$ cat src/rtl/nco_quad.sv
// Quadrature NCO: phase accumulator with tuning word, offset and sync, driving a
// quarter-wave sine table with symmetry folding through a 3-stage output pipeline.
module nco_quad #(
  parameter int unsigned ACC_WIDTH = 24,
  parameter int unsigned I_WIDTH   = 8,
  parameter int unsigned O_WIDTH   = 8
) (
  input  logic                       i_clk,
  input  logic                       i_rst,
  input  logic                       i_en,
  input  logic [ACC_WIDTH-1:0]       i_ftw,
  input  logic                       i_ftw_load,
  input  logic [I_WIDTH-1:0]         i_phase_offset,
  input  logic                       i_sync,
  output logic signed [O_WIDTH-1:0]  o_sin,
  output logic signed [O_WIDTH-1:0]  o_cos,
  output logic                       o_valid,
  output logic                       o_wrap
);

  localparam int unsigned IDX_W = I_WIDTH - 2;
  localparam int unsigned MAG_W = O_WIDTH - 1;
  localparam int unsigned Q     = 1 << IDX_W;
  localparam int unsigned A     = (1 << MAG_W) - 1;
  localparam longint      FX_ONE = 64'sd1 << 30;
  localparam longint      PI_FX  = 64'sd3373259426;

  // round(A*sin(pi*k/(2Q))) via a fixed-point Taylor series, evaluated at elaboration
  function automatic logic [MAG_W-1:0] quarter_sine(input int unsigned k);
    longint x;
    longint term;
    longint s;
    x    = (longint'(k) * PI_FX) / longint'(2 * Q);
    term = x;
    s    = x;
    for (int n = 1; n < 12; n++) begin
      term = -((((term * x) / FX_ONE) * x) / FX_ONE) / longint'((2 * n) * (2 * n + 1));
      s    = s + term;
    end
    return MAG_W'((s * longint'(A) + FX_ONE / 2) / FX_ONE);
  endfunction

  logic [MAG_W-1:0] qtab [Q];

  for (genvar k = 0; k < Q; k++) begin : g_tab
    localparam logic [MAG_W-1:0] QV = quarter_sine(k);
    assign qtab[k] = QV;
  end

  logic [ACC_WIDTH-1:0] acc;
  logic [ACC_WIDTH-1:0] ftw_reg;
  logic [ACC_WIDTH:0]   acc_sum;
  logic [I_WIDTH-1:0]   ph;
  logic                 v1;

  assign acc_sum = {1'b0, acc} + {1'b0, ftw_reg};

  // Accumulator and stage 1; the sample always takes the pre-update accumulator
  always_ff @(posedge i_clk) begin
    if (i_rst) begin
      acc     <= '0;
      ftw_reg <= '0;
      o_wrap  <= 1'b0;
      ph      <= '0;
      v1      <= 1'b0;
    end else begin
      if (i_ftw_load) ftw_reg <= i_ftw;
      if (i_sync)     acc <= '0;
      else if (i_en)  acc <= acc_sum[ACC_WIDTH-1:0];
      o_wrap <= i_en && !i_sync && acc_sum[ACC_WIDTH];
      ph     <= acc[ACC_WIDTH-1 -: I_WIDTH] + i_phase_offset;
      v1     <= i_en;
    end
  end

  logic [I_WIDTH-1:0] ph_cos;
  logic [IDX_W-1:0]   sin_idx;
  logic [IDX_W-1:0]   cos_idx;
  logic [MAG_W-1:0]   sin_mag;
  logic [MAG_W-1:0]   cos_mag;

  assign ph_cos  = ph + I_WIDTH'(Q);
  assign sin_idx = ph[IDX_W-1:0];
  assign cos_idx = ph_cos[IDX_W-1:0];

  // Odd quadrants read the table mirrored; idx 0 there is the peak, not stored
  always_comb begin
    sin_mag = qtab[sin_idx];
    cos_mag = qtab[cos_idx];
    if (ph[IDX_W]) begin
      sin_mag = (sin_idx == '0) ? MAG_W'(A) : qtab[IDX_W'(-sin_idx)];
    end
    if (ph_cos[IDX_W]) begin
      cos_mag = (cos_idx == '0) ? MAG_W'(A) : qtab[IDX_W'(-cos_idx)];
    end
  end

  logic [MAG_W-1:0] sin_mag_r;
  logic [MAG_W-1:0] cos_mag_r;
  logic             sin_neg;
  logic             cos_neg;
  logic             v2;

  // Stage 2 table read and sign flags, stage 3 sign application
  always_ff @(posedge i_clk) begin
    if (i_rst) begin
      sin_mag_r <= '0;
      cos_mag_r <= '0;
      sin_neg   <= 1'b0;
      cos_neg   <= 1'b0;
      v2        <= 1'b0;
      o_sin     <= '0;
      o_cos     <= '0;
      o_valid   <= 1'b0;
    end else begin
      sin_mag_r <= sin_mag;
      cos_mag_r <= cos_mag;
      sin_neg   <= ph[I_WIDTH-1];
      cos_neg   <= ph_cos[I_WIDTH-1];
      v2        <= v1;
      o_valid   <= v2;
      if (v2) begin
        o_sin <= sin_neg ? -{1'b0, sin_mag_r} : {1'b0, sin_mag_r};
        o_cos <= cos_neg ? -{1'b0, cos_mag_r} : {1'b0, cos_mag_r};
      end
    end
  end

endmodule

$ cat config.mk
export PLATFORM = sky130hd
export DESIGN_NAME = nco_quad
export DESIGN_NICKNAME = d
export VERILOG_FILES = /design/src/rtl/nco_quad.sv
export SDC_FILE = /design/constraint.sdc
export NUM_CORES = 1
export LEC_CHECK = 0
export ABC_AREA = 1
export CORE_MARGIN = 2
export CORE_UTILIZATION = 45
export CTS_BUF_LIST = sky130_fd_sc_hd__clkbuf_4 sky130_fd_sc_hd__clkbuf_8
export DETAILED_ROUTE_END_ITERATION = 8
export RECOVER_POWER = 100
export SETUP_SLACK_MARGIN = 0.05
export SLEW_MARGIN = 30
export SYNTH_ARGS = -nofsm -noshare
export SYNTH_HDL_FRONTEND = slang
export SYNTH_SLANG_ARGS = --single-unit
$ cat constraint.sdc
create_clock -name i_clk -period 2.6 [get_ports i_clk]
set_input_delay 0.26 -clock i_clk [delete_from_list [all_inputs] [get_ports i_clk]]
set_output_delay 0.26 -clock i_clk [all_outputs]
set_load 0.01 [all_outputs]
==> results of run 1 <==
[worst min-delay path by stage]
stage	from	endpoint	slack, ns	cells after the start
6_report	v1$_SDFF_PP0_	v2$_SDFF_PP0_	0.41	2
5_1_grt	v1$_SDFF_PP0_	v2$_SDFF_PP0_	0.42	2
4_1_cts	v1$_SDFF_PP0_	v2$_SDFF_PP0_	0.41	2
3_5_place_dp	v1$_SDFF_PP0_	v2$_SDFF_PP0_	0.39	2
3_3_place_gp	v1$_SDFF_PP0_	v2$_SDFF_PP0_	0.39	2
2_1_floorplan	v1$_SDFF_PP0_	v2$_SDFF_PP0_	0.39	2
[area by class of cell]
cell class | instances | area [µm²]
clock buffer | 10 | 131
multi-input combinational | 754 | 3880
fill | 1442 | 6570
tap | 180 | 225
inverter | 137 | 517
sequential | 92 | 1840
clock inverter | 6 | 77.6
timing repair buffer | 70 | 643
[power by group]
group	internal (mW)	total [mW]	leakage, nW	switching, mW
Combinational	0.434	1.14	2.85	0.709
Clock	0.476	1.05	0.105	0.579
Sequential	1.52	1.60	0.759	0.0870
Total	2.43	3.80	3.72	1.37
[kinds of logic after synthesis]
logic type | synth area share
flip-flops | 0.288
buffers and inverters | 0.108
XOR/XNOR | 0.0288
AND/OR/NAND/NOR | 0.342
AO/OA/AOI/OAI | 0.146
adder cells (fa/ha/maj) | 0.0884
[stage by stage]
step / setup WS, ns / instances
6_report: 0.275 / 1249
3_3_place_gp: 0.287 / 1233
2_1_floorplan: 0.240 / 1016
5_1_grt: 0.0638 / 1249
3_5_place_dp: 0.220 / 1233
4_1_cts: 0.196 / 1249
[per-layer routing]
metal | routed length [µm] | share of wire | GRT usage | up-vias
li1 | - | - | - | 3385
met1 | 7510 | 0.45 | 0.285 | 2779
met2 | 8180 | 0.49 | 0.409 | 134
met3 | 557 | 0.033 | 0.0351 | 36
met4 | 400 | 0.024 | 0.0909 | 0
met5 | 0 | 0 | 0 | -
[placed cells by master, fill, tap and decap left out, types with 2 or more instances in the layout]
cell             count
nand2_1            237
o22ai_1              2
dfxtp_1             92
nand3b_1             2
o21a_1               2
clkinv_1             2
fa_1                 2
nand4_1             12
a21oi_1             55
nor2_1             139
nand3_1             97
nand2_2              4
xnor2_1              9
xor2_1              12
o21bai_1             4
nor2_2               2
buf_4               11
o31ai_1              6
clkbuf_1             4
a31oi_1              2
o21ai_1              8
inv_8                2
or2_1                2
a21o_1               3
clkbuf_8             9
inv_6                2
clkdlybuf4s50_1     34
nor3_1               8
nand2_4              2
or2_2                3
nor4_1               2
inv_2                8
o211ai_1             3
inv_1              126
dlygate4sd3_1       20
o221ai_1             2
o21ai_0             84
ha_1                41
[cell usage after synthesis, drive strengths merged]
cell type	instances
nand2	243
buf	13
xnor2	9
o221ai	2
o21bai	4
o31ai	6
dfxtp	92
a31oi	2
fa	2
nor3	8
nand3b	2
o2111ai	1
a21o	3
o211ai	3
inv	135
clkbuf	20
a21oi	56
and2	2
nand4	12
xor2	12
clkinv	2
nand3	98
nor4	2
ha	42
o22ai	2
or3	1
or2	6
nor2	142
o21ai	92
o21a	2
[timing repair]
| item | CTS | global route |
|---|---|---|
| gates resized for setup | 0 | 2 |
| endpoints found under the setup margin | 0 | 7 |
| hold endpoints to repair | 0 | 0 |
| hold buffers | 0 | 0 |
[critical path, cell delays in order (launching register included)]
cell and delay [ns]:
dfxtp_1 0.50, inv_1 0.11, ha_1 0.26, inv_1 0.18, ha_4 0.22, inv_2 0.11
nand2_1 0.13, nand2_1 0.07, inv_1 0.08, nand3_1 0.07, nand3_1 0.07, nand2_1 0.07
a21oi_1 0.15, nand3_1 0.09, nand2_1 0.08, inv_1 0.03
==> flow_metrics.tcl, run 1 <==
set metrics [dict create \
    die_area_um2 15200 \
    setup_tns_ns 0 \
    cts_max_level 3 \
    insertedDiodeCount 0 \
    start_kind "flop" \
    synth.top_cells.by_area "dfxtp_1 (29%), nand2_1 (14%), ha_1 (8.2%)" \
    reg2regPathDepth 15 \
    maxSlewViolCount 0 \
    critPathKind "reg2reg" \
    synth_cells 1016 \
    drive_above_1_share 0.0486 \
    vias 6334 \
    yosysTopAreaCell "dfxtp_1" \
    io_buffer_count 54 \
    drtAntennaViolNets 0 \
    cp.arrival_ns 2.63 \
    drc 0 \
    crit_end "cos_mag_r[1]$_SDFF_PP0_" \
    crit_required_ns 2.90 \
    reg2reg_to "cos_mag_r[1]$_SDFF_PP0_" \
    worst_slew_pin_slew_ns 0.964 \
    fin_util 0.527 \
    fin_crit_ns 2.32 \
    grt_usage 0.233 \
    ys_types 43 \
    dp_hpwl_mm 12.8 \
    start_util 0.461 \
    setup_violations 0 \
    finalHoldViolations 0 \
    cts_inserted_buffers 9 \
    clock-sinks 92 \
    synthToLayoutAreaGrowth_pct 14.4 \
    final_cell_area_um2 7310 \
    grt_max_degree 41 \
    r2r_slack_ns 0.28 \
    finalWeightedCongestion 0.921 \
    setup.worst_path.start "ph[0]$_SDFF_PP0_" \
    ys.warnings.count 0 \
    grt_pass1_vias 6027 \
    core-area_um2 13900 \
    fmax_ghz 0.430 \
    post_drt_via_cell_ratio 5.07 \
    holdWs_ns 0.406 \
    routedWlPerCell_um 13.3 \
    p_total_mw 3.80 \
    nNetsFinal 1145 \
    rows 43 \
    fin_crit_sh 0.894 \
    die_h_um 123 \
    grt_pass1_wl_mm 28.0 \
    rsz0062_at_grt "no" \
    drtIter0Drc 454 \
    powerDensity_nw_per_um2 520 \
    cts_setup_buffers 0 \
    peakVddDrop_mv 0.319 \
    io_pins 55 \
    worstSetupEndpointType "flop" \
    antenna_found_initial 0 \
    avgSynthCellArea_um2 6.29 \
    synth_area_um2 6390 \
    reg2reg_from "ph[0]$_SDFF_PP0_" \
    clk_pin_slew_ns 0.10 \
    grt.overflow.total 0 \
    fin_skew_ns 0.0111 \
    maxCapViolations 0 \
    worst-path-max-fanout 12 \
    synth_seq_area_share 0.288 \
    leakagePower_nw 3.72 \
    hp-class "reg2reg" \
    relSlewSlack 0.358 \
    status "completed" \
    yosys_register_bits 92 \
    dr.pass1.iters 5 \
    synth_top_area_share 0.288 \
    syn_nets 1097 \
    cts_tree "done" \
    clock_latency_ns 0.39 \
    die_w_um 123 \
    clock_path_buffers 2 \
    placed_cell_area_um2 7110 \
    wl_mm 16.7 \
    root_buffer "clkbuf_8" \
]
Power figures use the tool's default switching activity.
==> run 2, diff against run 1 <==
CAP_MARGIN = 20   (was not set)
==> results of run 2 <==
Same layout as run 1: the final DEF is identical, and so are final timing and power.
==> run 3, diff against run 2 <==
clock period = 2.86 ns   (was 2.6 ns; I/O delays follow)
==> flow_metrics.tcl, run 3 (synthesis results as in run 1) <==
set metrics [dict create \
    status "completed" \
    final_common_cell "nand2_1" \
    critPathMaxStageDelay_ns 0.45 \
    vias 6385 \
    crit_path_cell_trace "inv_1 > ha_1 > inv_1 > ha_2 > inv_2 > nand2_1 > nand2_1 > a21oi_1 > nand2_1 > nand3_1 > nand2_1 > nand2_1 > nand3_1 > nor2_1 > nor2_1" \
    wl_met3_um 581 \
    top_layer "met4" \
    cts_inserted_buffers 9 \
    clock-sinks 92 \
    core-area_um2 13900 \
    drive_above_1_share 0.0488 \
    maxCapViolations 0 \
    placed_cell_area_um2 7090 \
    cts_setup_buffers 0 \
    dr_wl_met2_mm 8.27 \
    wl_mm 16.7 \
    fin_crit_ns 2.52 \
    finalWorstSetupSlack_ns 0.340 \
    seqCellArea_um2 1840 \
    worst-path-max-fanout 12 \
    drtIter0Drc 505 \
    insertedDiodeCount 0 \
    grt_pass1_vias 5948 \
    wl_met1_mm 7.53 \
    start_kind "flop" \
    final_cell_area_um2 7290 \
    setup_tns_ns 0 \
    hold_buffers 0 \
    crit_required_ns 3.14 \
    place_ws_ns 0.260 \
    routedWlPerCell_um 13.4 \
    drtAntennaViolNets 0 \
    grt.overflow.total 0 \
    synthToLayoutAreaGrowth_pct 14.0 \
    peakVddDrop_mv 0.301 \
    worst-path-buf-inv 3 \
    antenna_found_initial 0 \
    cts_max_level 3 \
    clk_pin_slew_ns 0.10 \
    worst_slew_pin_slew_ns 1.06 \
    die_area_um2 15200 \
    grt_usage 0.231 \
    worstSetupEndpointType "flop" \
    die_w_um 123 \
    drc 0 \
    dr.pass1.iters 7 \
    clock_path_buffers 2 \
    cpMaxStageDelayCell "ha_2" \
    nNetsFinal 1141 \
    finalWeightedCongestion 0.944 \
    rows 43 \
    start_util 0.461 \
    rsz0062_at_grt "no" \
    cts_tree "done" \
    post_drt_via_cell_ratio 5.13 \
    root_buffer "clkbuf_8" \
    powerDensity_nw_per_um2 472 \
    critPathTopFamily "adder cells" \
    hp-class "reg2reg" \
    grt_max_degree 58 \
    cts_resized 0 \
    relSlewSlack 0.293 \
    cp_common_cell "nand2_1" \
    critPathKind "reg2reg" \
    cp.arrival_ns 2.80 \
    fin_skew_ns 0.00985 \
    clock_latency_ns 0.39 \
    die_h_um 123 \
    multiInputGateArea_um2 3870 \
    fillers 1457 \
    leakagePower_nw 3.70 \
    fin_crit_sh 0.881 \
    io_pins 55 \
    maxSlewViolCount 0 \
    io_buffer_count 54 \
    setup_violations 0 \
    layout_common_cells "nand2_1 (237), nor2_1 (139), inv_1 (125)" \
    finalHoldViolations 0 \
    dp_hpwl_mm 12.7 \
    grt_pass1_wl_mm 27.8 \
    fmax_ghz 0.397 \
]
run 3: worst reg2reg max path: stages (launching register included):
cell	delay (ns)
dfxtp_2	0.39
inv_1	0.20
ha_1	0.28
inv_1	0.13
ha_2	0.45
inv_2	0.13
nand2_1	0.13
nand2_1	0.07
a21oi_1	0.12
nand2_1	0.06
nand3_1	0.08
nand2_1	0.06
nand2_1	0.05
nand3_1	0.09
nor2_1	0.11
nor2_1	0.05
run 3: final timing paths:
path               startpoint                      end  slack [ns]  depth (start not counted)
max          ph[1]$_SDFF_PP0_  cos_mag_r[0]$_SDFF_PP0_        0.34                         15
min reg2reg     v1$_SDFF_PP0_            v2$_SDFF_PP0_        0.41                          2
max reg2reg  ph[1]$_SDFF_PP0_  cos_mag_r[0]$_SDFF_PP0_        0.34                         15
min             v1$_SDFF_PP0_            v2$_SDFF_PP0_        0.41                          2
run 3: per-layer routing:
metal | up-vias | track usage
met5 | - | 0
met1 | 2848 | 0.281
met3 | 29 | 0.0355
li1 | 3357 | -
met2 | 151 | 0.415
met4 | 0 | 0.0746
run 3: cell type report:
cell class	count	share of cell area
inverter	137	0.0709
tap	180	0.0309
clock inverter	6	0.0105
timing repair buffer	66	0.0852
clock buffer	10	0.0189
sequential	92	0.253
multi-input combinational	754	0.531
run 3: per-stage QoR:
| step | power, mW | util | hold slack [ns] | cells |
|---|---|---|---|---|
| after floorplan | 2.24 | - | 0.388 | 1016 |
| after global placement | 2.52 | 0.511 | 0.394 | 1229 |
| after detailed placement | 2.52 | 0.511 | 0.398 | 1229 |
| after CTS | 3.47 | 0.526 | 0.412 | 1245 |
| after global routing | 3.68 | 0.525 | 0.427 | 1245 |
| final | 3.44 | 0.525 | 0.408 | 1245 |
run 3: where the power goes:
part / internal, mW / switching (mW)
Combinational: 0.386 / 0.635
Clock: 0.443 / 0.507
Sequential: 1.38 / 0.0854
